[config.mk]
export PLATFORM = sky130hd
export DESIGN_NAME = keypad_scan_ctrl
export DESIGN_NICKNAME = d
export VERILOG_FILES = /design/src/rtl/keypad_pkg.sv /design/src/rtl/keypad_scan_ctrl_tick_gen.sv /design/src/rtl/keypad_scan_ctrl.sv
export SDC_FILE = /design/constraint.sdc
export NUM_CORES = 1
export LEC_CHECK = 0
export ABC_AREA = 1
export CAP_MARGIN = 20
export CORE_ASPECT_RATIO = 0.8
export CORE_MARGIN = 5
export CORE_UTILIZATION = 48
export DETAILED_ROUTE_END_ITERATION = 16
export GPL_ROUTABILITY_DRIVEN = 0
export HOLD_SLACK_MARGIN = 0.1
export PLACE_DENSITY = 0.71
export SLEW_MARGIN = 5
export SYNTH_ARGS = -nofsm -noshare
export SYNTH_HDL_FRONTEND = slang
export SYNTH_SLANG_ARGS = --single-unit
[constraint.sdc]
create_clock -name clk -period 1.28 [get_ports clk]
set_input_delay 0.256 -clock clk [delete_from_list [all_inputs] [get_ports clk]]
set_output_delay 0.256 -clock clk [all_outputs]
set_load 0.02 [all_outputs]
[src/rtl/keypad_pkg.sv]
// Shared types and constants for the 4x4 keypad scanner.
package keypad_pkg;

    typedef enum logic [1:0] {
        SCAN     = 2'd0,
        DEBOUNCE = 2'd1,
        HOLD     = 2'd2
    } state_e;

    // Indexed [row][col]; row 3 carries the '*'(E) and '#'(F) keys.
    localparam logic [3:0] KEYMAP [4][4] = '{
        '{4'h1, 4'h2, 4'h3, 4'hA},
        '{4'h4, 4'h5, 4'h6, 4'hB},
        '{4'h7, 4'h8, 4'h9, 4'hC},
        '{4'hE, 4'h0, 4'hF, 4'hD}
    };

    function automatic logic [1:0] lowest_row(input logic [3:0] rows);
        logic [1:0] idx;
        if (rows[0]) begin
            idx = 2'd0;
        end else if (rows[1]) begin
            idx = 2'd1;
        end else if (rows[2]) begin
            idx = 2'd2;
        end else begin
            idx = 2'd3;
        end
        return idx;
    endfunction

endpackage

[src/rtl/keypad_scan_ctrl_tick_gen.sv]
// Free-running divider producing a one-cycle scan tick every TICK_DIV clocks.
module scan_tick_gen #(
    parameter int TICK_DIV = 4
) (
    input  logic clk,
    input  logic rst,
    output logic tick
);

    localparam int CW = (TICK_DIV > 2) ? $clog2(TICK_DIV) : 1;
    localparam logic [CW-1:0] LAST = CW'(TICK_DIV - 1);

    logic [CW-1:0] cnt_q, cnt_d;
    logic          tick_q, tick_d;

    // Next count and look-ahead tick so the pulse comes from a register.
    always_comb begin
        if (cnt_q == LAST) begin
            cnt_d = {CW{1'b0}};
        end else begin
            cnt_d = cnt_q + CW'(1);
        end
        tick_d = (cnt_d == LAST);
    end

    // Divider state with synchronous active-low reset.
    always_ff @(posedge clk) begin
        if (!rst) begin
            cnt_q  <= {CW{1'b0}};
            tick_q <= 1'b0;
        end else begin
            cnt_q  <= cnt_d;
            tick_q <= tick_d;
        end
    end

    assign tick = tick_q;

endmodule

[src/rtl/keypad_scan_ctrl.sv]
// Column scanner, press/release debouncer and valid/ack key delivery.
module keypad_scan_ctrl
    import keypad_pkg::*;
#(
    parameter int CLK_HZ     = 27000000,
    parameter int SCAN_HZ    = 1000,
    parameter int DEBOUNCE_N = 4
) (
    input  logic       clk,
    input  logic       rst,
    input  logic [3:0] row_in,
    output logic [3:0] col_out,
    output logic [3:0] key_out,
    output logic       key_valid,
    input  logic       key_ack,
    output logic       key_pressed,
    output logic       overrun
);

    localparam int TICK_DIV = CLK_HZ / SCAN_HZ;
    localparam int CNT_W    = $clog2(DEBOUNCE_N + 1);
    localparam logic [CNT_W-1:0] DB_LAST = CNT_W'(DEBOUNCE_N);

    state_e           state_q, state_d;
    logic [1:0]       col_idx_q, col_idx_d;
    logic [1:0]       row_q, row_d;
    logic [CNT_W-1:0] cnt_q, cnt_d;
    logic [3:0]       col_out_q, col_out_d;
    logic [3:0]       key_q, key_d;
    logic             valid_q, valid_d;
    logic             pressed_q, pressed_d;
    logic             overrun_q, overrun_d;
    logic             tick_s, accept_s, ack_s;
    logic [CNT_W-1:0] cnt_inc_s;

    scan_tick_gen #(.TICK_DIV(TICK_DIV)) u_tick (
        .clk  (clk),
        .rst  (rst),
        .tick (tick_s)
    );

    assign cnt_inc_s = cnt_q + CNT_W'(1);

    // Scan/debounce/hold sequencing; one counter serves press and release.
    always_comb begin
        state_d   = state_q;
        col_idx_d = col_idx_q;
        row_d     = row_q;
        cnt_d     = cnt_q;
        pressed_d = pressed_q;
        accept_s  = 1'b0;
        case (state_q)
            SCAN: begin
                if (tick_s && (row_in == 4'b0000)) begin
                    col_idx_d = col_idx_q + 2'd1;
                end else if (tick_s) begin
                    row_d   = lowest_row(row_in);
                    cnt_d   = {CNT_W{1'b0}};
                    state_d = DEBOUNCE;
                end else begin
                    state_d = SCAN;
                end
            end
            DEBOUNCE: begin
                if (tick_s && row_in[row_q] && (cnt_inc_s == DB_LAST)) begin
                    accept_s  = 1'b1;
                    pressed_d = 1'b1;
                    cnt_d     = {CNT_W{1'b0}};
                    state_d   = HOLD;
                end else if (tick_s && row_in[row_q]) begin
                    cnt_d = cnt_inc_s;
                end else if (tick_s) begin
                    cnt_d     = {CNT_W{1'b0}};
                    col_idx_d = col_idx_q + 2'd1;
                    state_d   = SCAN;
                end else begin
                    state_d = DEBOUNCE;
                end
            end
            HOLD: begin
                if (tick_s && !row_in[row_q] && (cnt_inc_s == DB_LAST)) begin
                    pressed_d = 1'b0;
                    cnt_d     = {CNT_W{1'b0}};
                    col_idx_d = col_idx_q + 2'd1;
                    state_d   = SCAN;
                end else if (tick_s && !row_in[row_q]) begin
                    cnt_d = cnt_inc_s;
                end else if (tick_s) begin
                    cnt_d = {CNT_W{1'b0}};
                end else begin
                    state_d = HOLD;
                end
            end
            default: begin
                state_d = SCAN;
                cnt_d   = {CNT_W{1'b0}};
            end
        endcase
    end

    // Handshake: an ack coinciding with an accept retires the old key silently.
    always_comb begin
        ack_s     = key_ack & valid_q;
        col_out_d = 4'b0001 << col_idx_d;
        if (accept_s) begin
            key_d   = KEYMAP[row_q][col_idx_q];
            valid_d = 1'b1;
        end else if (ack_s) begin
            key_d   = key_q;
            valid_d = 1'b0;
        end else begin
            key_d   = key_q;
            valid_d = valid_q;
        end
        if (accept_s && valid_q && !key_ack) begin
            overrun_d = 1'b1;
        end else if (ack_s && !accept_s) begin
            overrun_d = 1'b0;
        end else begin
            overrun_d = overrun_q;
        end
    end

    // State and output registers with synchronous active-low reset.
    always_ff @(posedge clk) begin
        if (!rst) begin
            state_q   <= SCAN;
            col_idx_q <= 2'd0;
            row_q     <= 2'd0;
            cnt_q     <= {CNT_W{1'b0}};
            col_out_q <= 4'b0001;
            key_q     <= 4'h0;
            valid_q   <= 1'b0;
            pressed_q <= 1'b0;
            overrun_q <= 1'b0;
        end else begin
            state_q   <= state_d;
            col_idx_q <= col_idx_d;
            row_q     <= row_d;
            cnt_q     <= cnt_d;
            col_out_q <= col_out_d;
            key_q     <= key_d;
            valid_q   <= valid_d;
            pressed_q <= pressed_d;
            overrun_q <= overrun_d;
        end
    end

    assign col_out     = col_out_q;
    assign key_out     = key_q;
    assign key_valid   = valid_q;
    assign key_pressed = pressed_q;
    assign overrun     = overrun_q;

endmodule

==> metrics <==
Fmax=593 MHz; first-pass GRT wire length=10.3 mm; Slew Limit Fails=0; Vias=2631; critical path data required time=1.51 ns; crit path cell chain=buf_4 -> nor2_2 -> nand3_1 -> nor2_4 -> buf_4 -> nor2_1 -> nand3_2 -> nor2_2 -> nand3_1 -> nor3_2; routed length per instance=16.9 um; Cell Rows=21; DP Wirelength=4.13 mm; Yosys cell types=32; RSZ-0062 raised after global routing=true; pwr dens=619 nW/um2; Mapped Area=2060 um2; Max VDD drop=0.000589 V; DR pass1 iterations=5; violated checks=negative setup slack; Post-Syn Area per Cell=6.58 um2; LEAKAGE=0.00149 uW; post-synth top area share=35.0%; antenna violations before repair=0; Post-Syn Nets=328; CTS Root Cell=clkbuf_8; Final setup viols=35; Final WS setup=-0.407 ns; CTS clk-pin slew, worst paths=0.08 ns; setup TNS=-5.29 ns; crit end category=register; Area growth, synth to finish=71.6%; period utilization=132%; Port Buffers=17; Post-Route Skew=0.00773 ns; crit path DAT=1.91 ns; status=finished with violations; Syn Inst Count=313; Critical Path Fanout Max=5; most common cell after layout, fill and taps aside=buf_4; hold path depth=2; Clock Latency Late Sink=0.30 ns; largest net degree at the start of global routing=17; vias in the first global route=2274; die area=5710 um2; Hold Path Class=register to register; slowest cell delay on critical path=0.38 ns; Worst setup SP type=register; # IOs=18; Final Hold Fails=0; Die X=83.2 um; 1st-iter DRT viols=238; fillers=203; Worst path depth=10; largest area contributor in the netlist=dfxtp_1; chip height=68.6 um; DP Worst Slack=-0.569 ns; Clock Tree Buf Depth=2; Slew @ Worst Pin=0.311 ns; WP buf/inv=2; largest cells by area after synthesis=dfxtp_1 35%, nand2_1 14%, nor2_1 7.8%, inv_1 7.7%, nand3_1 6.1%; fin nets=423; most frequent cells in the layout=63 x buf_4, 52 x nand2_1, 33 x inv_1; Post-DRT Antenna Nets=0; CTS H-tree lvls=2; diode count=0; Remaining Overflow, GRT=0; fraction of layout cells with a size suffix above 1=51.1%; post-synthesis sequential area ratio=35.0%; WS Path Type=register to register; Final min period=1.69 ns; core area=4180 um2; Register-to-Register Path Depth=10; TritonCTS buffer count=5; Max-slew headroom=79.3%; critical-path cell with the highest stage delay=dfxtp_2; vias per cell=5.65; Sink Count=36; Max Cap Viol=0; TritonCTS clock tree=yes; Residual DRC=0; hold_ws=0.457 ns; Final Routed Wirelength=7.89 mm; GRT Overall Usage=22.6%; yosys warns=0; initial core utilization=49.3%; post-synthesis register bit count=36; delay-heaviest family, CP=simple AND/OR/NAND/NOR gates
[worst paths after layout]
kind,startpoint,slack (ns),to
worst max-delay path,u_tick.cnt_q[3]$_SDFF_PN0_,-0.41,u_tick.tick$_SDFF_PN0_
worst min-delay path,key_out[1]$_SDFFE_PN0P_,0.46,key_out[1]$_SDFFE_PN0P_
worst max register to register,u_tick.cnt_q[3]$_SDFF_PN0_,-0.41,u_tick.tick$_SDFF_PN0_
worst min register to register,key_out[1]$_SDFFE_PN0P_,0.46,key_out[1]$_SDFFE_PN0P_
[synthesized netlist by cell type]
library cell / count
nand4_1: 9
xor2_1: 3
or2_2: 1
nor3_1: 9
a21oi_1: 20
o211ai_1: 1
a31o_2: 1
nor2_2: 4
ha_1: 8
a22o_1: 1
nand2_2: 3
buf_2: 3
o21ai_1: 2
dfxtp_1: 36
nor2_1: 43
clkinv_1: 1
o21ai_2: 1
nand3_1: 25
a31oi_1: 1
clkbuf_2: 1
clkbuf_1: 1
or2_0: 1
inv_2: 1
nand2_1: 75
a211oi_1: 1
nand3b_1: 1
nand3_4: 1
o21ai_0: 11
nand3_2: 3
and3_1: 1
nand2_4: 2
inv_1: 42
[worst reg2reg max path, cell delays in order, from the launching register on]
cell     delay (ns)
dfxtp_2        0.38
buf_4          0.18
nor2_2         0.07
nand3_1        0.15
nor2_4         0.06
buf_4          0.13
nor2_1         0.17
nand3_2        0.09
nor2_2         0.10
nand3_1        0.10
nor3_2         0.19
[registers in the layout (all words and copies together), names as in the netlist, 2 cells and up, named ones only]
name          cells
u_tick.cnt_q     15
key_out           4
col_out           4
state_q           2
row_q             2
cnt_q             3
[cell type report]
type	instances	area, um2	share of cell area, %
clock buffers	7	86.3	2.45
well taps	57	71.3	2.02
inverters	44	175	4.96
flip-flops and latches	36	748	21.2
multi-input cells	228	1670	47.3
repair buffers	93	772	21.9
clock inverters	1	7.51	0.213
[per-stage QoR]
step                      instances  cell area [um2]  utilization [%]  total power (uW)
after floorplan                 313             2080                -              1210
after global placement          444             2770             66.2              1260
after detailed placement        444             2770             66.2              1260
after CTS                       461             3230             77.2              2170
after global routing            466             3530             84.5              2250
final                           466             3530             84.5              2190
[cells by family (layout without fill, tap and decap cells)]
kind of cell / Yosys count / in the layout / share of synthesized area (%)
AOI/OAI and AO/OA: 39 / 39 / 10.3
xor gates and xnor gates: 3 / 3 / 1.28
adders and majority gates: 8 / 8 / 4.86
buffers and inverters: 49 / 145 / 9.18
DFF: 36 / 36 / 35.0
and+or+nand+nor: 178 / 178 / 39.3
[metal layers]
metal  routed length [um]  GRT usage (%)  vias to the layer above  part of all wire [%]
li1                     -              -                     1197                     -
met1                 3150           28.2                     1219                    40
met2                 3740           39.7                      171                    47
met3                  636           4.28                       44                   8.1
met4                  361           8.16                        0                   4.6
met5                    0              0                        -                     0
[where the power goes]
| group | total (uW) | switching [uW] | internal, uW | leakage (uW) |
|---|---|---|---|---|
| Sequential | 1140 | 15.5 | 1120 | 0.000298 |
| Combinational | 158 | 87.8 | 70.2 | 0.00114 |
| Clock | 889 | 451 | 438 | 0.0000445 |
| Total | 2190 | 554 | 1630 | 0.00149 |
[repair_timing]
item / 4_1_cts / 5_1_grt
resized for setup: 104 / 74
pin swaps: 30 / 39
setup endpoints to repair: 47 / 35
buffers inserted: 11 / 6
hold buffers: 0 / 0
Note: power is estimated with default switching activity, not from simulation.
